===== src/rtl/skid_buffer_pkg.sv =====
// Shared types for the write-side skid buffer.
// Defines the FSM state enum, depth and fill helper.
package skid_buffer_pkg;

  typedef enum logic [1:0] {
    SKID_EMPTY,
    SKID_BUSY,
    SKID_FULL
  } skid_state_e;

  localparam int SKID_DEPTH = 2;

  function automatic logic [1:0] skid_fill(
    input skid_state_e s
  );
    logic [1:0] f;
    f = 2'd0;
    unique case (s)
      SKID_EMPTY: f = 2'd0;
      SKID_BUSY:  f = 2'd1;
      SKID_FULL:  f = 2'(SKID_DEPTH);
      default:    f = 2'd0;
    endcase
    return f;
  endfunction

endpackage


===== src/rtl/skid_data_reg.sv =====
// Enable-loaded data register, no reset.
// Ports: clk, en (load), d (next word), q (held word).
module skid_data_reg #(
  parameter int DATA_WIDTH = 32
) (
  input  logic                  clk,
  input  logic                  en,
  input  logic [DATA_WIDTH-1:0] d,
  output logic [DATA_WIDTH-1:0] q
);

  always_ff @(posedge clk) begin
    if (en) q <= d;
  end

endmodule


===== src/rtl/skid_buffer_ingress.sv =====
// Write-side register slice feeding a FIFO push port.
// Ports: clk, rst (async high), in_valid/in_ready/in_data
// upstream, out_valid/out_ready/out_data downstream,
// fill_level = words held (0..2).
// Option: SKID_BUFFER_INGRESS_BYPASS_EN gives a
// zero-latency path while EMPTY and out_ready=1.
module skid_buffer_ingress
  import skid_buffer_pkg::*;
#(
  parameter int DATA_WIDTH = 32
) (
  input  logic                  clk,
  input  logic                  rst,
  input  logic                  in_valid,
  output logic                  in_ready,
  input  logic [DATA_WIDTH-1:0] in_data,
  output logic                  out_valid,
  input  logic                  out_ready,
  output logic [DATA_WIDTH-1:0] out_data,
  output logic [1:0]            fill_level
);

  skid_state_e state_q, state_d;
  logic in_ready_q, out_valid_q;
  logic [1:0] fill_q;
  logic byp, in_fire, out_fire;
  logic main_en, skid_en;
  logic [DATA_WIDTH-1:0] main_q, skid_q, main_d;

`ifdef SKID_BUFFER_INGRESS_BYPASS_EN
  // Empty and downstream ready: the word flows
  // straight through and nothing is stored.
  assign byp = (state_q == SKID_EMPTY) & out_ready;
`else
  assign byp = 1'b0;
`endif

  assign in_ready   = in_ready_q;
  assign out_valid  = byp ? in_valid : out_valid_q;
  assign out_data   = byp ? in_data : main_q;
  assign fill_level = fill_q;

  assign in_fire  = in_valid & in_ready_q;
  assign out_fire = out_valid & out_ready;

  always_comb begin
    state_d = state_q;
    main_en = 1'b0;
    skid_en = 1'b0;
    unique case (state_q)
      SKID_EMPTY: begin
        if (in_fire && !byp) begin
          state_d = SKID_BUSY;
          main_en = 1'b1;
        end
      end
      SKID_BUSY: begin
        if (in_fire && out_fire) begin
          main_en = 1'b1;
        end else if (in_fire) begin
          state_d = SKID_FULL;
          skid_en = 1'b1;
        end else if (out_fire) begin
          state_d = SKID_EMPTY;
        end
      end
      SKID_FULL: begin
        if (out_fire) begin
          state_d = SKID_BUSY;
          main_en = 1'b1;
        end
      end
      default: state_d = SKID_EMPTY;
    endcase
  end

  // Main refills from the skid only when draining FULL.
  assign main_d = (state_q == SKID_FULL) ? skid_q
                                         : in_data;

  // Outputs are decoded from the next state so they
  // leave the block as plain flop outputs.
  always_ff @(posedge clk or posedge rst) begin
    if (rst) begin
      state_q     <= SKID_EMPTY;
      in_ready_q  <= 1'b1;
      out_valid_q <= 1'b0;
      fill_q      <= 2'd0;
    end else begin
      state_q     <= state_d;
      in_ready_q  <= (state_d != SKID_FULL);
      out_valid_q <= (state_d != SKID_EMPTY);
      fill_q      <= skid_fill(state_d);
    end
  end

  skid_data_reg #(.DATA_WIDTH(DATA_WIDTH)) u_main (
    .clk (clk),
    .en  (main_en),
    .d   (main_d),
    .q   (main_q)
  );

  skid_data_reg #(.DATA_WIDTH(DATA_WIDTH)) u_skid (
    .clk (clk),
    .en  (skid_en),
    .d   (in_data),
    .q   (skid_q)
  );

endmodule


===== config.mk =====
export PLATFORM = sky130hd
export DESIGN_NAME = skid_buffer_ingress
export DESIGN_NICKNAME = d
export VERILOG_FILES = /design/src/rtl/skid_buffer_pkg.sv /design/src/rtl/skid_data_reg.sv /design/src/rtl/skid_buffer_ingress.sv
export SDC_FILE = /design/constraint.sdc
export NUM_CORES = 1
export LEC_CHECK = 0
export ABC_AREA = 0
export CAP_MARGIN = 20
export CORE_MARGIN = 1.5
export CORE_UTILIZATION = 49
export CTS_BUF_LIST = sky130_fd_sc_hd__clkbuf_8
export DETAILED_ROUTE_END_ITERATION = 7
export MAX_ROUTING_LAYER = met4
export PLACE_DENSITY = 0.81
export SYNTH_ARGS = -nofsm -noshare
export SYNTH_HDL_FRONTEND = slang
export SYNTH_SLANG_ARGS = --single-unit

===== constraint.sdc =====
create_clock -name clk -period 5.3 [get_ports clk]
set_clock_uncertainty 0.15 [all_clocks]
set_input_delay 0.53 -clock clk [delete_from_list [all_inputs] [get_ports clk]]
set_output_delay 0.53 -clock clk [all_outputs]
set_load 0.01 [all_outputs]

# Word level (Yosys, flattened, before mapping)
# Index checks and enable logic that the tools add are counted.
[op_classes] n_lt_le_gt_ge=0 shift=0 multipliers=0 bitwise_logic=2 div=0 n_mux=14 n_addsub=0 eq_ne=5 n_reduce_logical=3
[op_table] op="$mux W32" count=1
[op_table] op="$mux W2" count=5
[op_table] op="$pmux W2 S3" count=1
[op_table] op="$mux W1" count=5
[op_table] op="$eq A2 B1 Y1 const B" count=2
[op_table] op="$eq A2 B2 Y1 const B" count=2
[op_table] op="$pmux W2 S2" count=1
[op_table] op="$pmux W1 S3" count=1
[op_table] op="$and A1 B1 Y1" count=2
[op_table] op="$logic_not A2 Y1" count=1
[op_table] op="$ne A2 B2 Y1 const B" count=1
[op_table] op="$reduce_bool A2 Y1" count=1
[op_table] op="$logic_and A1 B1 Y1" count=1
[word_totals] output_inout_bits=36 mem_bits_ro=0 n_memories=0 ram_bits=0 word_cells=30 ff_bits=70 latchBits=0

# Logic depth before layout (Yosys ltp)
# Gate-level depths: netlist of the first run.
[logic_depth] ltp_word=7 ltp_mapped=5

# Modules after synthesis
# From an unflattened synthesis of the first run, not the netlist that was laid out.
[unflattened] hier_cells=124 hier_area_um2=2706.3
[by_module_without_submodules] module="skid_data_reg" seq_area_each_um2=960.9 area_each_um2=960.9 cells_per_inst=32 instances=2
[by_module_without_submodules] module="skid_buffer_ingress" seq_area_each_um2=151.4 area_each_um2=784.5 cells_per_inst=60 instances=1

# Worst setup path before layout of the first run
# No wires, ideal clock.
[synth_path] kind="register to register" startpoint="reg in_ready_q, in the netlist in_ready" endpoint="reg u_main.q[0], enable pin" path_stages_with_launch=3 setup_ns=0.472 arrival_ns=3.168 path_buffers=0 synth_period_minus_slack_ns=3.790 setup_slack_ns=1.510 cell_sequence="dfstp_2 > nand2_1 > o32ai_1"
[synth_between] elab_chain_cells=4
[synth_lines] element="start, declared" line_no="skid_buffer_ingress.sv:24" source="logic in_ready_q, out_valid_q;"
[synth_lines] element="start signal, assigned" line_no="skid_buffer_ingress.sv:91" source="in_ready_q <= (state_d != SKID_FULL);"
[synth_lines] element="$and A1 B1 Y1 *" line_no="skid_buffer_ingress.sv:43" source="assign in_fire = in_valid & in_ready_q;"
[synth_lines] element="$logic_and A1 B1 Y1" line_no="skid_buffer_ingress.sv:58" source="if (in_fire && out_fire) begin"
[synth_lines] element="$mux W1" line_no="skid_buffer_ingress.sv:58"
[synth_lines] element="$pmux W1 S3 *" line_no="skid_buffer_ingress.sv:50" source="unique case (state_q)"
[synth_lines] element="net main_en" line_no="skid_buffer_ingress.sv:27" source="logic main_en, skid_en;"
[synth_lines] element="end signal, assigned" line_no="skid_data_reg.sv:13" source="if (en) q <= d;"
[synth_lines] element="end, declared" line_no="skid_data_reg.sv:9" source="output logic [DATA_WIDTH-1:0] q"
# The timed path passes the listed nets; every way through them passes the cells marked *.
# A chain may end at the register's enable or synchronous reset.

# Worst setup path after layout of the first run
[layout_path] startpoint="in in_valid" endpoint="reg u_skid.q[7], enable pin"
[layout_between] elab_chain_cells=4
[layout_lines] element="start, declared" line_no="skid_buffer_ingress.sv:14" source="input logic in_valid,"
[layout_lines] element="$and A1 B1 Y1 *" line_no="skid_buffer_ingress.sv:43"
[layout_lines] element="$mux W1 / $logic_and A1 B1 Y1 (equally long branches)" line_no="skid_buffer_ingress.sv:60, skid_buffer_ingress.sv:58"
[layout_lines] element="$mux W1 *" line_no="skid_buffer_ingress.sv:58"
[layout_lines] element="$mux W1 *" line_no="skid_buffer_ingress.sv:50"
[layout_lines] element="net skid_en" line_no="skid_buffer_ingress.sv:27"
[layout_lines] element="end signal, assigned" line_no="skid_data_reg.sv:13"
[layout_lines] element="end, declared" line_no="skid_data_reg.sv:9"
# Marked as above.

==> results of run 1 <==
==> power by group through the flow <==
| stage | Combinational [mW] | Sequential, mW | Clock [mW] |
|---|---|---|---|
| CTS | 0.514 | 0.852 | 0.350 |
| detailed placement | 0.513 | 0.861 | 0 |
| floorplan | 0.227 | 0.905 | 0 |
| finish | 0.506 | 0.851 | 0.342 |
| global route | 0.552 | 0.866 | 0.375 |
| global placement | 0.494 | 0.856 | 0 |
==> per-layer routing <==
layer / track usage [%] / vias up
li1: - / 802
met1: 20.86 / 789
met2: 31.80 / 51
met3: 4.790 / 13
met4: 9.630 / 0
met5: - / -
==> cell usage in the layout, fill, tap and decap left out <==
cell type        netlist  final
a21boi_2               2      2
clkinv_2               0      5
o21ai_1                1      1
and2b_1                1      1
dfrtp_1                5      5
dfstp_2                1      1
edfxtp_1              64     64
buf_4                  1      1
a21oi_1                2      1
clkbuf_8               0      9
inv_1                  2      3
o22ai_1                2      2
a21boi_1               1      1
nand4b_1               1      1
clkdlybuf4s50_1        0     71
nand2b_2               0      1
clkinv_1               0      1
nand2_1               98     98
a21oi_4                0      1
o32ai_4                0      1
xor2_1                 1      1
==> logic make-up after synthesis <==
logic type                count (synthesis)  share of synthesized area, %
DFF                                      70                         78.98
buffers and inverters                    10                         3.289
xor gates and xnor gates                  1                        0.3337
and+or+nand+nor                         101                         14.87
AOI/OAI and AO/OA                         9                         2.526
==> final timing paths <==
| kind | to | slack, ns | cells past startpoint |
|---|---|---|---|
| worst min-delay path | state_q[0] | 0.26 | 2 |
| min in group clk | u_main.q[22] | 0.35 | 2 |
| max in group asynchronous | in_ready | 4.48 | 2 |
| worst max register to register | u_skid.q[7] | 3.12 | 2 |
| worst min register to register | u_main.q[22] | 0.35 | 2 |
| worst max-delay path | u_skid.q[7] | 3.01 | 3 |
==> critical path: cells and delay by family <==
kind / cells / cell delay [ns]
AND/OR/NAND/NOR: 1 / 0.22
AO/OA/AOI/OAI: 1 / 0.83
buffers and inverters: 1 / 0.50
==> sequential cells by signal, summed over array words and instances (netlist names) <==
| name | cells |
|---|---|
| fill_level | 2 |
| in_ready | 1 |
| out_valid | 1 |
| state_q | 2 |
| u_main.q | 32 |
| u_skid.q | 32 |
==> layout make-up <==
cell class / count / area [sq um] / share of cell area (%)
Clock buffer: 9 / 123.9 / 3.498
Clock inverter: 7 / 32.53 / 0.9187
Inverter: 2 / 7.507 / 0.2120
Multi-Input combinational cell: 111 / 498.0 / 14.06
Sequential cell: 70 / 2073 / 58.55
Tap cell: 70 / 87.58 / 2.473
Timing Repair Buffer: 72 / 718.2 / 20.28
==> results.yml, run 1 <==
synth:
  syn_inst: 191
  ys_seq_area_share_pct: 78.98
  synth.area.top_cells: "edfxtp_1 (73%), nand2_1 (14%), dfrtp_1 (4.8%)"
  ys.flop_type: "edfxtp_1"
  synth_most_common_cell: "nand2_1"
  synth_top_area_cell: "edfxtp_1"
  syn-cell-area_sq_um: 2625
  synth_commonest_cells: "nand2_1 (98), edfxtp_1 (64), buf_6 (6)"
  yosysUniqueCellTypes: 18
  ys_seq_elements: 70
  synth_nets: 227
  yosys_warnings: 0
  synth_top_area_share_pct: 73.21
  synth_area_per_cell_sq_um: 13.74
  ys_async_sr_fraction_pct: 8.571
  synth_edf_count: 64
cells_and_area:
  finalNonFillerCells: 341
  nets: 302
  fill_cells: 408
  synthToLayoutAreaGrowth_pct: 34.89
  num_antenna_cells: 0
  drive_above_1_share_pct: 7.749
  final_area_sq_um: 3541
  post-route-util_pct: 68.89
drt:
  finalWirelength_microns: 4869
  top_layer_used: "met4"
  met3_length_microns: 164
  drc: 0
  dr.pass1.iters: 4
  drt_iter0_markers: 118
  vias_per_cell: 4.853
  wl_met1_microns: 2011
  drt-wirelength-per-cell_microns: 14.28
  ant_nets: 0
  met2_wirelength_microns: 2544
  vias: 1655
timing:
  holdWs_ns: 0.2627
  fin_crit_sh_pct: 43.26
  fin_ws_ns: 3.007
  period_minus_slack_ns: 2.293
  setup_viol_count_final: 0
  slew_violations: 0
  slew_headroom_pct: 29.23
  worstMarginPinSlew_ns: 1.061
  fmax_ghz: 0.4362
  fin_setup_tns_ns: 0
  hold_viol_final: 0
  rsz0062_at_grt: "false"
critical_path:
  cp-start-kind: "primary input"
  end_kind: "flop"
  critPathMaxFanout: 32
  worst-setup-path-type: "primary input to flop"
  reg2reg_from: "state_q[1]"
  required_ns: 5.10
  cp.arrival_ns: 2.09
  cp_slowest_stage_delay_ns: 0.83
  cp_slowest_cell: "a21oi_4"
  crit_chain: "clkdlybuf4s50_1 > nand4b_1 > a21oi_4"
  critPathLaunch: "in_valid"
run_status:
  status: "finished, final reports clean"
clock_tree:
  cts_buffers: 9
  hold_buffers: 0
  cts_tree: "done"
  numClockSinks: 70
  cts_resized: 0
  clk_latency_ns: 0.33
  path_clk_slew_ns: 0.07
  max-clock-path-buffers: 2
  htreeDepth: 3
  cts_setup_buffers: 0
  root_buffer: "clkbuf_8"
die:
  die_area_sq_um: 5805
  rows: 26
  start_util_pct: 51.07
  core-area_sq_um: 5140
  die_x_microns: 76.19
  die_h_microns: 76.19
  io_pins: 72
pwr:
  seq_power_share_pct: 50.1
  total_power_mw: 1.699
  intPower_mw: 1.191
  p_sw_mw: 0.5078
  ir_worst_vdd_mv: 0.3795
  swShare_pct: 29.89
  combPwrFrac_pct: 29.8
  p_clk_share_pct: 20.1
  power_leakage_nw: 1.363
  p_per_area_nw_per_um2: 479.8
placement:
  dp_cells: 325
  post-place-ws_ns: 2.648
  numPortBuffers: 71
  dp_hpwl_microns: 3199
  dpl_cell_area_sq_um: 3385
  routabilityCongestion: 0.7512
job:
  drv_cap: 0
global_route:
  antenna_found_initial: 0
  grt_util_all_layers_pct: 18.87
  grt_pass1_vias: 1620
  grt_max_degree: 39
  grt_pass1_wl_microns: 7852
  grt-ovfl-total: 0
worst_hold_path:
  hp-class: "primary input to async pin"
Note: power is estimated with default switching activity, not from simulation.
==> run 2, diff against run 1 <==
==> constraint.sdc (replaced) <==
create_clock -name clk -period 2.3 [get_ports clk]
set_clock_uncertainty 0.15 [all_clocks]
set_input_delay 0.23 -clock clk [delete_from_list [all_inputs] [get_ports clk]]
set_output_delay 0.23 -clock clk [all_outputs]
set_load 0.01 [all_outputs]
==> results.yml, run 2 (synthesis gave the netlist of run 1 again) <==
run_status:
  status: "finished, final reports clean"
clock_tree:
  htreeDepth: 3
  numClockSinks: 70
  cts_buffers: 9
  cts_setup_buffers: 0
  root_buffer: "clkbuf_8"
  hold_buffers: 1
  cts_resized: 0
  cts_tree: "done"
  path_clk_slew_ns: 0.07
  clk_latency_ns: 0.33
  max-clock-path-buffers: 2
critical_path:
  required_ns: 1.92
  crit_family: "flip-flops"
  cp_slowest_stage_delay_ns: 0.56
  cp.arrival_ns: 1.43
  cp_slowest_cell: "dfstp_2"
  worst-setup-path-type: "flop to output port"
  crit_chain: "clkdlybuf4s50_1"
  reg2reg_from: "state_q[1]"
  path_buf_inv: 1
  critPathMaxFanout: 4
  critPathLaunch: "in_ready"
  end_kind: "output port"
  cp-start-kind: "flop"
cells_and_area:
  nets: 307
  final_common_cell: "nand2_1"
  num_antenna_cells: 0
  synthToLayoutAreaGrowth_pct: 37.08
  finalNonFillerCells: 345
  layout_common_cells: "nand2_1 (98), clkdlybuf4s50_1 (71), edfxtp_1 (64), clkbuf_8 (9), dfrtp_1 (5)"
  fill_cells: 402
  drive_above_1_share_pct: 8.364
  largest_registers: "u_main.q (32), u_skid.q (32)"
die:
  rows: 26
  start_util_pct: 51.07
  die_x_microns: 76.19
  die_area_sq_um: 5805
  core-area_sq_um: 5140
  die_h_microns: 76.19
  io_pins: 72
pwr:
  power_leakage_nw: 1.384
  ir_worst_vdd_mv: 0.5895
  intPower_mw: 2.788
  p_sw_mw: 1.187
  seq_power_share_pct: 49.4
  p_per_area_nw_per_um2: 1105
  swShare_pct: 29.86
  p_clk_share_pct: 19.8
  combPwrFrac_pct: 30.9
timing:
  rsz0062_at_grt: "false"
  fin_ws_ns: 0.4914
  fin_setup_tns_ns: 0
  period_minus_slack_ns: 1.809
  setup_viol_count_final: 0
  hold_viol_final: 0
  slew_headroom_pct: 71.05
  worstMarginPinSlew_ns: 0.4343
  fmax_ghz: 0.5529
  slew_violations: 0
  fin_crit_sh_pct: 78.63
global_route:
  grt_util_all_layers_pct: 19.64
  grt_pass1_vias: 1691
  grt_max_degree: 38
  grt_use_met3_pct: 5.150
  grtUsageMet2_pct: 31.35
  top_usage_layer: "met2"
  antenna_found_initial: 0
  grtUsageMet1_pct: 23.53
  grt-ovfl-total: 0
  grt_pass1_wl_microns: 8238
drt:
  drc: 0
  drt-wirelength-per-cell_microns: 14.61
  vias: 1674
  finalWirelength_microns: 5042
  vias_per_cell: 4.852
  dr.pass1.iters: 4
  drt_iter0_markers: 61
  ant_nets: 0
placement:
  dp_hpwl_microns: 3428
  dp_cells: 328
  numPortBuffers: 71
  routabilityCongestion: 0.7197
  post-place-ws_ns: 0.3739
worst_hold_path:
  min-delay-start: "in_data[7]"
  hp-class: "primary input to flop"
job:
  drv_cap: 0
-- run 2: stage by stage --
step           power, mW  hold WS [ns]  utilization [%]  instance area [sq um]
2_1_floorplan      2.626       -0.1298                -                   2648
3_3_place_gp       3.160        0.3078            66.48                   3417
3_5_place_dp       3.210        0.3072            66.48                   3417
4_1_cts            4.006        0.3096            69.72                   3583
5_1_grt            4.194        0.3194            70.01                   3598
6_report           3.975        0.3273            70.01                   3598
-- run 2: metal layers --
layer	wire length, microns	part of all wire (%)
met2	2673	53
met1	2024	40
met4	64	1.3
met3	279	5.5
met5	0	0
-- run 2: power groups by stage --
stage,combinational [mW],clock (mW),sequential (mW)
floorplan,0.553,0,2.07
global placement,1.18,0,1.98
detailed placement,1.22,0,1.99
CTS,1.23,0.808,1.97
global route,1.34,0.861,2.00
finish,1.23,0.786,1.96
-- run 2: final timing paths --
| check | to | slack (ns) | cells after the start |
|---|---|---|---|
| worst max-delay path | in_ready | 0.49 | 1 |
| worst min-delay path | u_skid.q[7] | 0.33 | 1 |
| worst max register to register | u_skid.q[1] | 0.56 | 3 |
| worst min register to register | u_main.q[3] | 0.36 | 2 |
| max in group asynchronous | in_ready | 1.24 | 3 |
| min in group asynchronous | state_q[0] | 0.51 | 3 |
-- run 2: layout make-up --
class | count | area, sq um | area share (%)
Clock buffer | 9 | 123.9 | 3.442
Tap cell | 70 | 87.58 | 2.434
Multi-Input combinational cell | 111 | 495.5 | 13.77
Timing Repair Buffer | 77 | 778.2 | 21.63
Clock inverter | 6 | 32.53 | 0.9040
Sequential cell | 70 | 2073 | 57.61
Inverter | 2 | 7.507 | 0.2086
==> run 3, diff against run 2 <==
==> constraint.sdc (replaced) <==
create_clock -name clk -period 1.67 [get_ports clk]
set_clock_uncertainty 0.15 [all_clocks]
set_input_delay 0.167 -clock clk [delete_from_list [all_inputs] [get_ports clk]]
set_output_delay 0.167 -clock clk [all_outputs]
set_load 0.01 [all_outputs]
==> results.yml, run 3 (synthesis gave the netlist of run 1 again) <==
cells_and_area:
  final_common_cell: "nand2_1"
  multiInputGateArea_sq_um: 500.5
  num_antenna_cells: 0
  finalNonFillerCells: 354
  post-route-util_pct: 72.22
  nets: 317
  final_area_sq_um: 3712
  layout_common_cells: "nand2_1 (97), clkdlybuf4s50_1 (69), edfxtp_1 (64), buf_4 (12), clkbuf_8 (9)"
  drive_above_1_share_pct: 11.62
  fill_cells: 396
  largest_registers: "u_main.q (32), u_skid.q (32)"
  seq_area_sq_um: 2074
  synthToLayoutAreaGrowth_pct: 41.42
timing:
  slew_headroom_pct: 82.94
  fin_setup_tns_ns: 0
  rsz0062_at_grt: "true"
  slew_violations: 0
  worstMarginPinSlew_ns: 0.2558
  hold_viol_final: 0
  fmax_ghz: 0.6133
  fin_crit_sh_pct: 97.63
  period_minus_slack_ns: 1.630
  holdWs_ns: 0.2686
  setup_viol_count_final: 0
  fin_ws_ns: 0.03959
die:
  rows: 26
  die_h_microns: 76.19
  start_util_pct: 51.07
  io_pins: 72
  die_area_sq_um: 5805
  core-area_sq_um: 5140
  die_x_microns: 76.19
placement:
  dp_cells: 336
  dpl_cell_area_sq_um: 3495
  dp_hpwl_microns: 3393
  post-place-ws_ns: -0.1267
  routabilityCongestion: 0.7412
  numPortBuffers: 71
global_route:
  top_usage_layer: "met2"
  grt_pass1_vias: 1726
  grt_max_degree: 33
  grt_util_all_layers_pct: 19.37
  grt-ovfl-total: 0
  grtUsageMet2_pct: 32.88
  grt_use_met3_pct: 4.192
  antenna_found_initial: 0
  grtUsageMet1_pct: 21.39
  grt_pass1_wl_microns: 8114
job:
  drv_cap: 0
critical_path:
  worst-setup-path-type: "flop to flop"
  crit_end: "u_skid.q[23]"
  critPathLaunch: "in_ready"
  critPathMaxFanout: 16
  cp_slowest_cell: "dfstp_2"
  end_kind: "flop"
  cp-start-kind: "flop"
  cp_slowest_stage_delay_ns: 0.56
  required_ns: 1.56
  reg2reg_depth: 3
  crit_chain: "nand4b_1 > a21oi_4 > clkbuf_16"
  reg2reg_from: "in_ready"
  r2r-end: "u_skid.q[23]"
  cp.arrival_ns: 1.52
  rrSetupSlack_ns: 0.04
pwr:
  intPower_mw: 4.104
  p_clk_share_pct: 21.0
  p_sw_mw: 1.659
  p_per_area_nw_per_um2: 1552
  total_power_mw: 5.763
  power_leakage_nw: 1.447
  seq_power_share_pct: 46.7
  ir_worst_vdd_mv: 0.9939
  swShare_pct: 28.79
  combPwrFrac_pct: 32.3
clock_tree:
  cts_buffers: 9
  path_clk_slew_ns: 0.07
  cts_tree: "done"
  clk_latency_ns: 0.33
  max-clock-path-buffers: 2
  htreeDepth: 3
  root_buffer: "clkbuf_8"
  numClockSinks: 70
drt:
  ant_nets: 0
  vias_per_cell: 4.780
  finalWirelength_microns: 5196
  drt-wirelength-per-cell_microns: 14.68
  vias: 1692
  drt_iter0_markers: 129
  drc: 0
  dr.pass1.iters: 4
worst_hold_path:
  hp-class: "primary input to flop"
  min-delay-start: "in_data[5]"
run_status:
  status: "finished, final reports clean"
run 3: area by class of cell:
type	count	share of cell area, %
multi-input combinational	111	13.48
tap	70	2.359
clock buffer	9	3.337
inverter	2	0.2022
timing repair buffer	87	23.53
clock inverter	5	1.213
sequential	70	55.88
run 3: worst min-delay path by stage:
| stage | end | slack (ns) | cells past startpoint |
|---|---|---|---|
| finish | u_skid.q[5] | 0.27 | 1 |
| global route | u_skid.q[31] | 0.25 | 1 |
| CTS | u_skid.q[9] | 0.25 | 1 |
| detailed placement | fill_level[1] | 0.25 | 2 |
| global placement | fill_level[1] | 0.24 | 2 |
| floorplan | fill_level[0] | -0.19 | 1 |
run 3: power by group through the flow:
| stage | logic, mW | clock network, mW | registers, mW |
|---|---|---|---|
| after floorplan | 0.769 | 0 | 2.86 |
| after global placement | 1.76 | 0 | 2.71 |
| after detailed placement | 1.80 | 0 | 2.73 |
| after CTS | 1.82 | 1.24 | 2.69 |
| after global routing | 2.00 | 1.32 | 2.73 |
| final | 1.86 | 1.21 | 2.69 |
run 3: what timing repair did:
| action | CTS | global route |
|---|---|---|
| hold buffers | 1 | 0 |
| endpoints found under the setup margin | 2 | 32 |
| endpoints found under the hold margin | 5 | 0 |
| buffers inserted | 1 | 1 |
| gates cloned | 0 | 1 |
| gates resized for setup | 2 | 1 |
run 3: routing by layer:
metal	wire length, microns	vias to the layer above
met4	42	0
met3	246	4
li1	-	831
met5	0	-
met2	2860	58
met1	2047	799
run 3: worst max-delay path: cells and delay by family (launching register included):
family	cells	cell delay (ns)
flops	1	0.56
compound gates	1	0.24
buf+inv	1	0.22
simple gates	1	0.17
